===== src/rtl/mult_pkg.sv =====
// Shared constants and state encoding for the Booth multiplier.
// No logic of its own; imported by mult_unit and booth_step.
// Widths are fixed: 32-bit operands, 33-bit accumulator, 66-bit P register.
package mult_pkg;

    localparam int WORD_W = 32;
    localparam int ACC_W  = 33;
    localparam int P_W    = 66;
    localparam int STEPS  = 32;
    localparam int CNT_W  = 6;

    typedef enum logic [1:0] {
        IDLE,
        RUN,
        FINISH
    } state_t;

endpackage


===== src/rtl/booth_step.sv =====
// One radix-2 Booth step: recode P[1:0], add/sub M into the upper 33 bits, then arithmetic shift right.
// Purely combinational, zero latency.
// No handshake; the caller decides when to register the result.
module booth_step
    import mult_pkg::*;
(
    input  logic [P_W-1:0]   p_i,
    input  logic [ACC_W-1:0] m_i,
    output logic [P_W-1:0]   p_o
);

    logic [ACC_W-1:0] acc;
    logic [ACC_W-1:0] sum;

    // Recode the low pair, update the accumulator, and shift in its sign bit
    always_comb begin
        acc = p_i[P_W-1:WORD_W+1];
        sum = acc;
        case (p_i[1:0])
            2'b01:   sum = acc + m_i;
            2'b10:   sum = acc - m_i;
            default: sum = acc;
        endcase
        p_o = {sum[ACC_W-1], sum, p_i[WORD_W:1]};
    end

endmodule


===== src/rtl/mult_unit.sv =====
// Multicycle signed 32x32 Booth multiplier producing hi/lo for MULT.
// Latency 33 cycles from the start edge; one operation per 34 cycles.
// multOP is ignored while busy or finishing; a running operation is never restarted.
module mult_unit
    import mult_pkg::*;
(
    input  logic              clk,
    input  logic              reset,
    input  logic              multOP,
    input  logic [WORD_W-1:0] A,
    input  logic [WORD_W-1:0] B,
    output logic              busy,
    output logic              done,
    output logic [WORD_W-1:0] hi,
    output logic [WORD_W-1:0] lo
);

    state_t             state_q, state_d;
    logic [CNT_W-1:0]   cnt_q, cnt_d;
    logic [P_W-1:0]     p_q, p_d;
    logic [ACC_W-1:0]   m_q, m_d;
    logic [WORD_W-1:0]  hi_q, hi_d;
    logic [WORD_W-1:0]  lo_q, lo_d;
    logic               done_q, done_d;
    logic [P_W-1:0]     p_step;

    booth_step u_booth_step (
        .p_i (p_q),
        .m_i (m_q),
        .p_o (p_step)
    );

    // Next-state and datapath control; everything holds unless the state says otherwise
    always_comb begin
        state_d = state_q;
        cnt_d   = cnt_q;
        p_d     = p_q;
        m_d     = m_q;
        hi_d    = hi_q;
        lo_d    = lo_q;
        done_d  = 1'b0;
        case (state_q)
            IDLE: begin
                if (multOP) begin
                    // 33-bit multiplicand so that negating 0x80000000 cannot overflow
                    m_d     = {A[WORD_W-1], A};
                    p_d     = {{ACC_W{1'b0}}, B, 1'b0};
                    cnt_d   = '0;
                    state_d = RUN;
                end
            end
            RUN: begin
                p_d   = p_step;
                cnt_d = cnt_q + 1'b1;
                if (cnt_q == CNT_W'(STEPS - 1)) begin
                    state_d = FINISH;
                end
            end
            FINISH: begin
                // P[65] is only a sign duplicate; the product sits in P[64:1]
                hi_d    = p_q[2*WORD_W:WORD_W+1];
                lo_d    = p_q[WORD_W:1];
                done_d  = 1'b1;
                state_d = IDLE;
            end
            default: state_d = IDLE;
        endcase
    end

    // State and datapath registers, cleared asynchronously so an aborted op leaves no trace
    always_ff @(posedge clk or posedge reset) begin
        if (reset) begin
            state_q <= IDLE;
            cnt_q   <= '0;
            p_q     <= '0;
            m_q     <= '0;
            hi_q    <= '0;
            lo_q    <= '0;
            done_q  <= 1'b0;
        end else begin
            state_q <= state_d;
            cnt_q   <= cnt_d;
            p_q     <= p_d;
            m_q     <= m_d;
            hi_q    <= hi_d;
            lo_q    <= lo_d;
            done_q  <= done_d;
        end
    end

    // done is only set on the way back to IDLE, so it never overlaps busy
    assign busy = (state_q != IDLE);
    assign done = done_q;
    assign hi   = hi_q;
    assign lo   = lo_q;

endmodule


===== config.mk =====
export PLATFORM = sky130hd
export DESIGN_NAME = mult_unit
export DESIGN_NICKNAME = d
export VERILOG_FILES = /design/src/rtl/mult_pkg.sv /design/src/rtl/booth_step.sv /design/src/rtl/mult_unit.sv
export SDC_FILE = /design/constraint.sdc
export NUM_CORES = 1
export LEC_CHECK = 0
export CAP_MARGIN = 20
export CORE_UTILIZATION = 50
export CTS_CLUSTER_SIZE = 40
export DETAILED_ROUTE_END_ITERATION = 8
export GPL_ROUTABILITY_DRIVEN = 0
export MAX_ROUTING_LAYER = met4
export PLACE_DENSITY = 0.74
export SLEW_MARGIN = 20
export SYNTH_ARGS = -nofsm -noshare
export SYNTH_HDL_FRONTEND = slang
export SYNTH_SLANG_ARGS = --single-unit

===== constraint.sdc =====
create_clock -name clk -period 9.7 [get_ports clk]
set_clock_uncertainty 0.15 [all_clocks]
set_input_delay 0.97 -clock clk [delete_from_list [all_inputs] [get_ports clk]]
set_output_delay 0.97 -clock clk [all_outputs]
set_load 0.01 [all_outputs]

; ---- After elaboration in Yosys (flattened, before gate mapping)
; Index checks and enable logic that the tools add are counted.
[classes]
addsub = 3
n_mul = 0
div_mod_pow = 0
order_cmp = 0
eq_ne = 7
shift = 0
mux = 9
bitwise = 0
reduce_logical = 6
[ops]
columns = op, count
row1 = $pmux W66 S2, 1
row2 = $mux W66, 1
row3 = $pmux W33 S2, 1
row4 = $add A33 B33 Y33, 1
row5 = $sub A33 B33 Y33, 1
row6 = $pmux W6 S2, 1
row7 = $add A6 B1 Y6 const B, 1
row8 = $eq A6 B5 Y1 const B, 1
row9 = $mux W6, 1
row10 = $reduce_and A2 Y1, 3
row11 = $eq A2 B1 Y1 const B, 2
row12 = $eq A2 B2 Y1 const B, 2
row13 = $mux W2, 2
row14 = $ne A2 B2 Y1 const B, 2
row15 = $pmux W2 S2, 1
row16 = $reduce_bool A2 Y1, 2
row17 = $logic_not A2 Y1, 1
row18 = $mux W1, 1
[totals]
ff_bits = 171
latchBits = 0
ramBits = 0
rom_bits = 0
in_bits = 67
output_inout_bits = 66
wordCells = 32
n_memories = 0

; ---- Logic depth before layout (Yosys ltp)
; Gate-level depths: netlist of the first run.
[logic_depth]
word_depth = 3
depth_mapped = 19

; ---- Hierarchy
; From an unflattened synthesis of the first run, not the netlist that was laid out.
[unflattened]
hier_cells = 1204
area_unflattened_um2 = 10371.2
[by_module_without_submodules]
columns = mod, instances, cells_each, area_per_inst_um2, seq_area_each_um2
row1 = mult_unit, 1, 704, 7048.0, 4279.1
row2 = booth_step, 1, 500, 3323.2, 0.0

; ---- Worst setup path before layout of the first run
; OpenSTA, ideal clock, no wires.
[synth_path]
kind = reg-to-reg
start = register m_q[11]
end = register p_q[64]
setup_time_ns = 0.079
t_arrival_ns = 3.757
setup_slack_ns = 5.713
path_stages_with_launch = 18
n_path_buf = 1
path_cell_list = dfrtp_1 > or4_4 > or4_4 > nor2_2 > nand2_1 > or2_1 > o21ai_1 > xor2_1 > ha_1 > clkbuf_1 > a211oi_1 > nor2_1 > nor3_1 > o21ai_0 > a21o_1 > o21a_1 > nor3_2 > mux2i_1
[synth_via]
elab_chain_cells = 3
word_cells_on_any_way = 4
[synth_lines]
columns = element, line
row1 = "start, declared", mult_unit.sv:21  ; logic [ACC_W-1:0] m_q, m_d;
row2 = "start signal, assigned", mult_unit.sv:84  ; m_q <= m_d;
row3 = $sub A33 B33 Y33 or $add A33 B33 Y33 (tied branches), "booth_step.sv:21, booth_step.sv:20"
row4 = $pmux W33 S2 *, booth_step.sv:19  ; case (p_i[1:0])
row5 = $pmux W66 S2 *, mult_unit.sv:42  ; case (state_q)
row6 = "end signal, assigned", mult_unit.sv:83  ; p_q <= p_d;
row7 = "end, declared", mult_unit.sv:20  ; logic [P_W-1:0] p_q, p_d;
; Mark *: on every way between the ends. The rest lies on a longest branch, timed or not.
; A chain may end at the register's enable or synchronous reset.

; ---- Final worst setup path of the first run
[layout_path]
start = register m_q[7]
end = register p_q[60]
; The elaborated chain is that of the path after synthesis.

==> impl_results.md, run 1 <==
- Final Max Tran Viols: 0
- Die height: 139 µm
- Share of cells above drive strength 1: 11.3%
- Final nets: between 1,000 and 1,500
- XOR/XNOR Fraction of Synth Area: between 5 and 6%
- Peak VDD IR: approximately 0.18 mV
- Pin count of the biggest net entering global routing: 96
- Flops & latches, synth: 170
- Post-route setup TNS: 0 ns
- Post-CTS Hold Buffers: 0
- Pre-CTS setup slack: between 5 and 6 ns
- Required time of the critical path: 9.85 ns
- Initial Util: between 50% and 60%
- Yosys cell types: 57
- Post_cts resized: 0
- Final Cell Area: between 10,000 and 15,000 µm²
- CTS Sinks: 170
- Max Freq: 228 MHz
- Area fraction of the dominant cell type after synthesis: between 40% and 50%
- Simple logic cell fraction of the synthesized area: 15.7%
- Pwr Density: between 300 and 400 nW/µm²
- Site Rows: about 50
- Most area-hungry cell type in the Yosys netlist: dfrtp_1
- First-pass GRT wire length: 37,100 µm
- Non-Filler Instances: 1,330
- I/O pins: between 100 and 150
- Die area: between 15,000 and 20,000 µm²
- Mux share of post-synthesis cell area: 8.22%
- Die Width: approximately 140 µm
- RSZ-0062 raised after global routing: no
- Primary FF master, synth: dfrtp_1
- CTS tree: yes
- Post-route DRC violation count: 0
- Total gr overflow: 0
- Slew @ Worst Pin: just over 1 ns
- Status: completed
- Compound-Gate Fraction of Synth Area: about 17%
- HP Class: reg -> reg
- Cell count after synthesis: roughly 980
- Crit path launch type: flip-flop
- Synth top area cells: dfrtp_1 45%, mux2_2 7.7%, nand2_1 6.0%
- PortBufs: between 100 and 150
- Via/cell ratio: between 5 and 6
- Post-synth EDFFs: 0
- Syn_area_per_cell: about 9.5 µm²
- Area growth syn-to-layout: 22.3%
- Drt first pass iters: 7
- Starting DRT DRC Count: between 500 and 600
- Post-DP HPWL: approximately 16,000 µm
- Leakage: about 5.0 nW
- Crit share post-route: approximately 45%
- Placed Area: roughly 11,000 µm²
- Number of global-route vias before repair: just over 7,000
- FFs w/ async S/R, synth: 100%
- Sequential-to-total area share from yosys stat: a little under half
- CTS Buf Count: 17
- H-tree Lvls: 4
- Vias: approximately 7,700
- Core Area: between 15,000 and 20,000 µm²
- CTS Buffer Depth: 2
- R2R setup slack: between 5 and 6 ns
- Antenna violations before repair: 1
- Total setup buffers inserted after CTS: 0
- Largest family of logic cells by synthesized area: compound AO/OA/AOI/OAI gates
- Minimum clock period: 4.39 ns
- Worst Path Max Fanout: 6
- Nature of the critical path endpoint: flip-flop
- Maxcap violations: 0
- Mapped Nets: 1,086
- CTS clk-pin slew, worst paths: about 0.080 ns
- Mapped cell area: around 9400 µm²
- Setup violations, final: 0
- WP data arrival: roughly 4.5 ns
- Slack of the critical path: roughly 5.3 ns
- CTS root buf: clkbuf_16
- GRT Util Overall: between 20% and 30%
- Final Hold Fails: 0
- Final wirelength: between 20,000 and 25,000 µm
- Slew HR: between 30% and 40%
- Area share of fa/ha/maj cells after synthesis: between 4 and 5%
- Placed Cells: 1,297
- Average wire per standard cell: around 17 µm
- Most frequent cells in the layout: 169 x dfrtp_1, 151 x nand2_1, 132 x clkdlybuf4s50_1, 92 x a21oi_1, 85 x o21ai_0
- Commonest non-fill, non-tap cell in the layout: dfrtp_1
- Synth Warn #: 0
- Filler instances: approximately 1,500
- Critical path class: reg -> reg
- Clk_lat worst skew: 0.44 ns
- Antenna-violating nets left: 0
## where the power goes
group	switching (mW)	internal, mW	total (mW)
registers	0.268	1.01	1.28
clock network	0.334	0.370	0.704
logic	1.13	1.02	2.16
total	1.73	2.40	4.14
## cells in the mapped netlist (all sizes together), types with 3 or more instances
cell,number
or2,4
mux2,64
a31oi,7
a211oi,4
nor3,22
clkbuf,48
o31ai,5
and3,5
nor2,46
a221oi,3
mux2i,5
nor2b,13
nand2,151
a22o,4
a21oi,93
nand4,11
o21bai,5
xnor2,39
a21o,12
inv,16
nand2b,7
or3,3
buf,8
o21ai,92
and3b,22
ha,35
xor2,20
or4,4
nor4,3
o21a,4
a22oi,30
dfrtp,170
nand3,7
## worst max-delay path, stage by stage (launching register included)
cell and delay, ns:
dfrtp_1 0.44, or4_1 0.63, or4_4 0.49, nor3_4 0.29, a21oi_1 0.13, xnor2_1 0.14, ha_1 0.37, o21ai_0 0.23
o21bai_1 0.12, a211o_1 0.31, a31oi_1 0.32, nand2_1 0.15, a211oi_1 0.27, xnor2_1 0.16, o21ai_1 0.07
## sequential cells by signal, indices dropped and copies added (netlist names)
| signal | cells |
|---|---|
| done | 1 |
| m_q | 32 |
| hi | 32 |
| state_q | 2 |
| cnt_q | 6 |
| lo | 32 |
| p_q | 65 |
## per-stage QoR
| stage | hold slack (ns) | util [%] | power, mW |
|---|---|---|---|
| floorplan | 0.305 | - | 2.73 |
| global placement | 0.334 | 59.9 | 3.38 |
| detailed placement | 0.327 | 59.9 | 3.41 |
| CTS | 0.351 | 63.2 | 4.13 |
| global route | 0.360 | 63.2 | 4.44 |
| finish | 0.351 | 63.2 | 4.14 |
## cell type report
type / count / area [µm²] / share of cell area [%]
Timing Repair Buffer: 141 / 1390 / 12.1
Clock buffer: 17 / 425 / 3.71
Inverter: 16 / 65.1 / 0.567
Tap cell: 229 / 287 / 2.50
Multi-Input combinational cell: 741 / 4870 / 42.5
Sequential cell: 170 / 4260 / 37.1
Clock inverter: 15 / 173 / 1.51
Antenna cell: 1 / 2.50 / 0.0218
## routing by layer
layer	routed length (µm)	share of wire, %	GRT usage, %	vias to the layer above
met5	0	0	-	-
met4	623	2.7	10.4	0
met3	997	4.4	4.21	43
met2	10600	46	38.3	196
met1	10600	46	32.7	3709
li1	-	-	-	3712
## cells by family (layout without fill, tap and decap cells)
family          after synthesis  in the layout
fa+ha+maj                    36             36
mux                          69             69
flops                       170            170
xor+xnor                     59             59
compound gates              274            274
simple gates                303            303
buf+inv                      72            189
other cells                   0              1
## path summary, 6_finish.rpt
| check | startpoint | to | cells past startpoint |
|---|---|---|---|
| max in group asynchronous | reset | p_q[26] | 3 |
| min in group asynchronous | reset | hi[28] | 2 |
| worst min register to register | p_q[0] | p_q[0] | 1 |
| worst max register to register | m_q[7] | p_q[60] | 14 |
| worst max-delay path | m_q[7] | p_q[60] | 14 |
| worst min-delay path | p_q[0] | p_q[0] | 1 |
Note: power is estimated with default switching activity, not from simulation.
==> inputs of run 2 (changes only) <==
==> constraint.sdc (replaced) <==
create_clock -name clk -period 4.1 [get_ports clk]
set_clock_uncertainty 0.15 [all_clocks]
set_input_delay 0.41 -clock clk [delete_from_list [all_inputs] [get_ports clk]]
set_output_delay 0.41 -clock clk [all_outputs]
set_load 0.01 [all_outputs]
==> run 2 against run 1 <==
Effect of this change:
- the run now ends with design-rule violations, negative setup slack left
- sequential power rose by 130%
- total power rose to 2.5 times the previous value
- sequential share of layout area fell by 1.7 points
- setup slack got worse by 5.3 ns
- worst hold slack got worse by 0.0050 ns
- count of clock-buffer cells in the layout did not move
- die area did not move
- maximum frequency rose by 6.4%
- flip-flop and latch count did not move
- clock power rose by 140%
- critical path type unchanged
- critical endpoint is now p_q[64]
- largest cell class unchanged
- highest routed layer unchanged
==> impl_results.md, run 2 (synthesized netlist as in run 1, its figures left out) <==
- Post-route DRC violation count: 1 (+1)
- Crit path launch type: flip-flop
- Peak VDD IR: 0.393 mV (+110%)
- R2r startpoint: m_q[8]
- GRT Util Overall: 26.2% (+1.2 points)
- Commonest non-fill, non-tap cell in the layout: dfrtp_1
- Pwr Density: 876 nW/µm² (+140%)
- Starting DRT DRC Count: 756 (+38%)
- Final nets: 1,236 (+3.9%)
- Sw frac: 41.7% (-0.26 points)
- Slew @ Worst Pin: 0.947 ns (-0.0726 ns)
- RSZ-0062 raised after global routing: yes
- Placed Cells: 1,336 (+3.0%)
- Vias: 8,060 (+5.2%)
- Die area: 19,300 µm² (unchanged)
- Minimum clock period: 4.13 ns (-0.266 ns)
- Max Freq: 242 MHz (+6.4%)
- Core Area: 18,100 µm² (unchanged)
- CP Cell Sequence: or4_4 -> or4_4 -> nor2_4 -> nand2_1 -> or2_1 -> nor3_2 -> a21oi_1 -> xnor2_1 -> ha_1 -> o21ai_2 -> nor2_2 -> nor3_2 -> o21ai_1 -> a21o_1 -> o21a_1 -> nor3_2 -> mux2i_1
- PortBufs: 132 (unchanged)
- Violations in the final reports: design-rule violations, negative setup slack
- Initial Util: 51.7% (unchanged)
- CTS Buffer Depth: 2 (unchanged)
- Post-CTS Hold Buffers: 0 (unchanged)
- Non-Filler Instances: 1,376 (+3.5%)
- Drt first pass iters: 9 (+2)
- Worst path most repeated cell: nor3_2
- Crit-path slowest cell: or4_4
- Die height: 139 µm (unchanged)
- Leakage: 5.26 nW (+5.2%)
- H-tree Lvls: 4 (unchanged)
- Switch Pwr: 4.38 mW (+150%)
- Via/cell ratio: 5.86 (+1.7%)
- Most frequent cells in the layout: 169 x dfrtp_1, 148 x nand2_1, 132 x clkdlybuf4s50_1, 89 x a21oi_1, 78 x o21ai_0
- Antenna-violating nets left: 0 (unchanged)
- Die Width: 139 µm (unchanged)
- Number of flip-flops in the largest register: 65 (unchanged)
- Critical path class: reg -> reg
- Slack of the critical path: -0.0264 ns (-5.33 ns)
- Reg with most FFs: p_q
- Post-DP HPWL: 16,700 µm (+7.0%)
- Area growth syn-to-layout: 28.0%
- Combinational share of power: 55.6% (+3.5 points)
- CTS root buf: clkbuf_16
- Crit share post-route: 101% (+55 points)
- P_int: 6.14 mW (+160%)
- Nature of the critical path endpoint: flip-flop
- CTS tree: yes
- Average wire per standard cell: 17.5 µm (+2.6%)
- Setup violations, final: 1 (+1)
- First-pass GRT wire length: 39,000 µm (+5.2%)
- CTS clk-pin slew, worst paths: 0.07 ns (about the same)
- WP data arrival: 4.34 ns (-0.20 ns)
- CTS Buf Count: 17 (unchanged)
- Status: complete, but fails checks
- Critical Path Start: m_q[8]
- Final Hold Fails: 0 (unchanged)
- Maxcap violations: 0 (unchanged)
- Number of global-route vias before repair: 7,719 (+7.0%)
- Final wirelength: 24,100 µm (+6.1%)
- Worst stage delay on the critical path: 0.55 ns (-0.08 ns)
- I/O pins: 133 (unchanged)
- Flop pwr share: 28.5% (-2.4 points)
- Required time of the critical path: 4.31 ns (-5.54 ns)
- Pin count of the biggest net entering global routing: 58 (-40%)
- Slew HR: 36.7% (+4.9 points)
- CTS Sinks: 170 (unchanged)
- Final Max Tran Viols: 0 (unchanged)
- HP Class: in -> reg
- Worst Path Max Fanout: 5 (-1)
- Total gr overflow: 0 (unchanged)
- Share of cells above drive strength 1: 16.8% (+5.6 points)
- Clk pwr share: 15.9% (-1.1 points)
- Clk_lat worst skew: 0.44 ns (about the same)
- Worst hold start: A[12]
- Site Rows: 49 (unchanged)
- Total Power: 10.5 mW (+150%)
- Antenna violations before repair: 1 (unchanged)
[run 2: changes by cell type in the layout (fill, tap and decap cells not counted), moves of 4 or more]
cell | previous run | this run
buf_12 | 0 | 4
buf_4 | 9 | 49
o21ai_0 | 85 | 78
o21ai_1 | 7 | 13
[run 2: per-stage QoR]
step                utilization [%]  worst slack (ns)  hold WS (ns)  setup TNS [ns]  instance area (µm²)
global route                   66.2            -0.231         0.352          -0.785                12000
global placement               61.7            0.0371         0.314               0                11200
detailed placement             61.7           -0.0498         0.345         -0.0498                11200
floorplan                         -             0.113         0.305               0                 9380
finish                         66.2           -0.0264         0.346         -0.0264                12000
CTS                            65.2            0.0187         0.344               0                11800
[run 2: power by group through the flow]
stage | registers, mW | logic (mW) | clock network (mW)
after floorplan | 3.00 | 3.46 | 0
after global placement | 2.99 | 5.28 | 0
after detailed placement | 3.01 | 5.38 | 0
after CTS | 2.99 | 5.51 | 1.69
after global routing | 3.10 | 6.36 | 1.77
final | 3.00 | 5.85 | 1.67
[run 2: what timing repair did]
action	4_1_cts	5_1_grt
pin swaps	1	22
endpoints found under the setup margin	2	10
resized for setup	2	36
buffers inserted	2	5
[run 2: per-layer routing]
layer | GRT usage, % | wire [µm]
met4 | 10.8 | 703
met1 | 33.0 | 10600
met3 | 5.01 | 1330
met5 | - | 0
met2 | 41.4 | 11500
[run 2: layout make-up]
cell class                      count  area, µm²
Sequential cell                   170       4260
Clock inverter                     15        181
Tap cell                          229        287
Clock buffer                       17        425
Multi-Input combinational cell    741       5000
Inverter                           16       63.8
Antenna cell                        1       2.50
Timing Repair Buffer              187       1790
Fill cell                        1435       6140
[run 2: path summary, 6_finish.rpt]
path,endpoint,slack [ns],cells past startpoint
worst max-delay path,p_q[64],-0.03,17
worst min-delay path,m_q[12],0.35,3
worst max register to register,p_q[64],-0.03,17
worst min register to register,state_q[1],0.35,1
max in group asynchronous,cnt_q[4],2.59,3
min in group asynchronous,hi[29],0.38,2
[run 2: worst max-delay path, delay by kind of cell, from the launching register on]
| family | cells | cell delay [ns] |
|---|---|---|
| simple gates | 9 | 2.13 |
| mux | 1 | 0.20 |
| fa+ha+maj | 1 | 0.38 |
| compound gates | 5 | 0.68 |
| flops | 1 | 0.38 |
| xor+xnor | 1 | 0.14 |
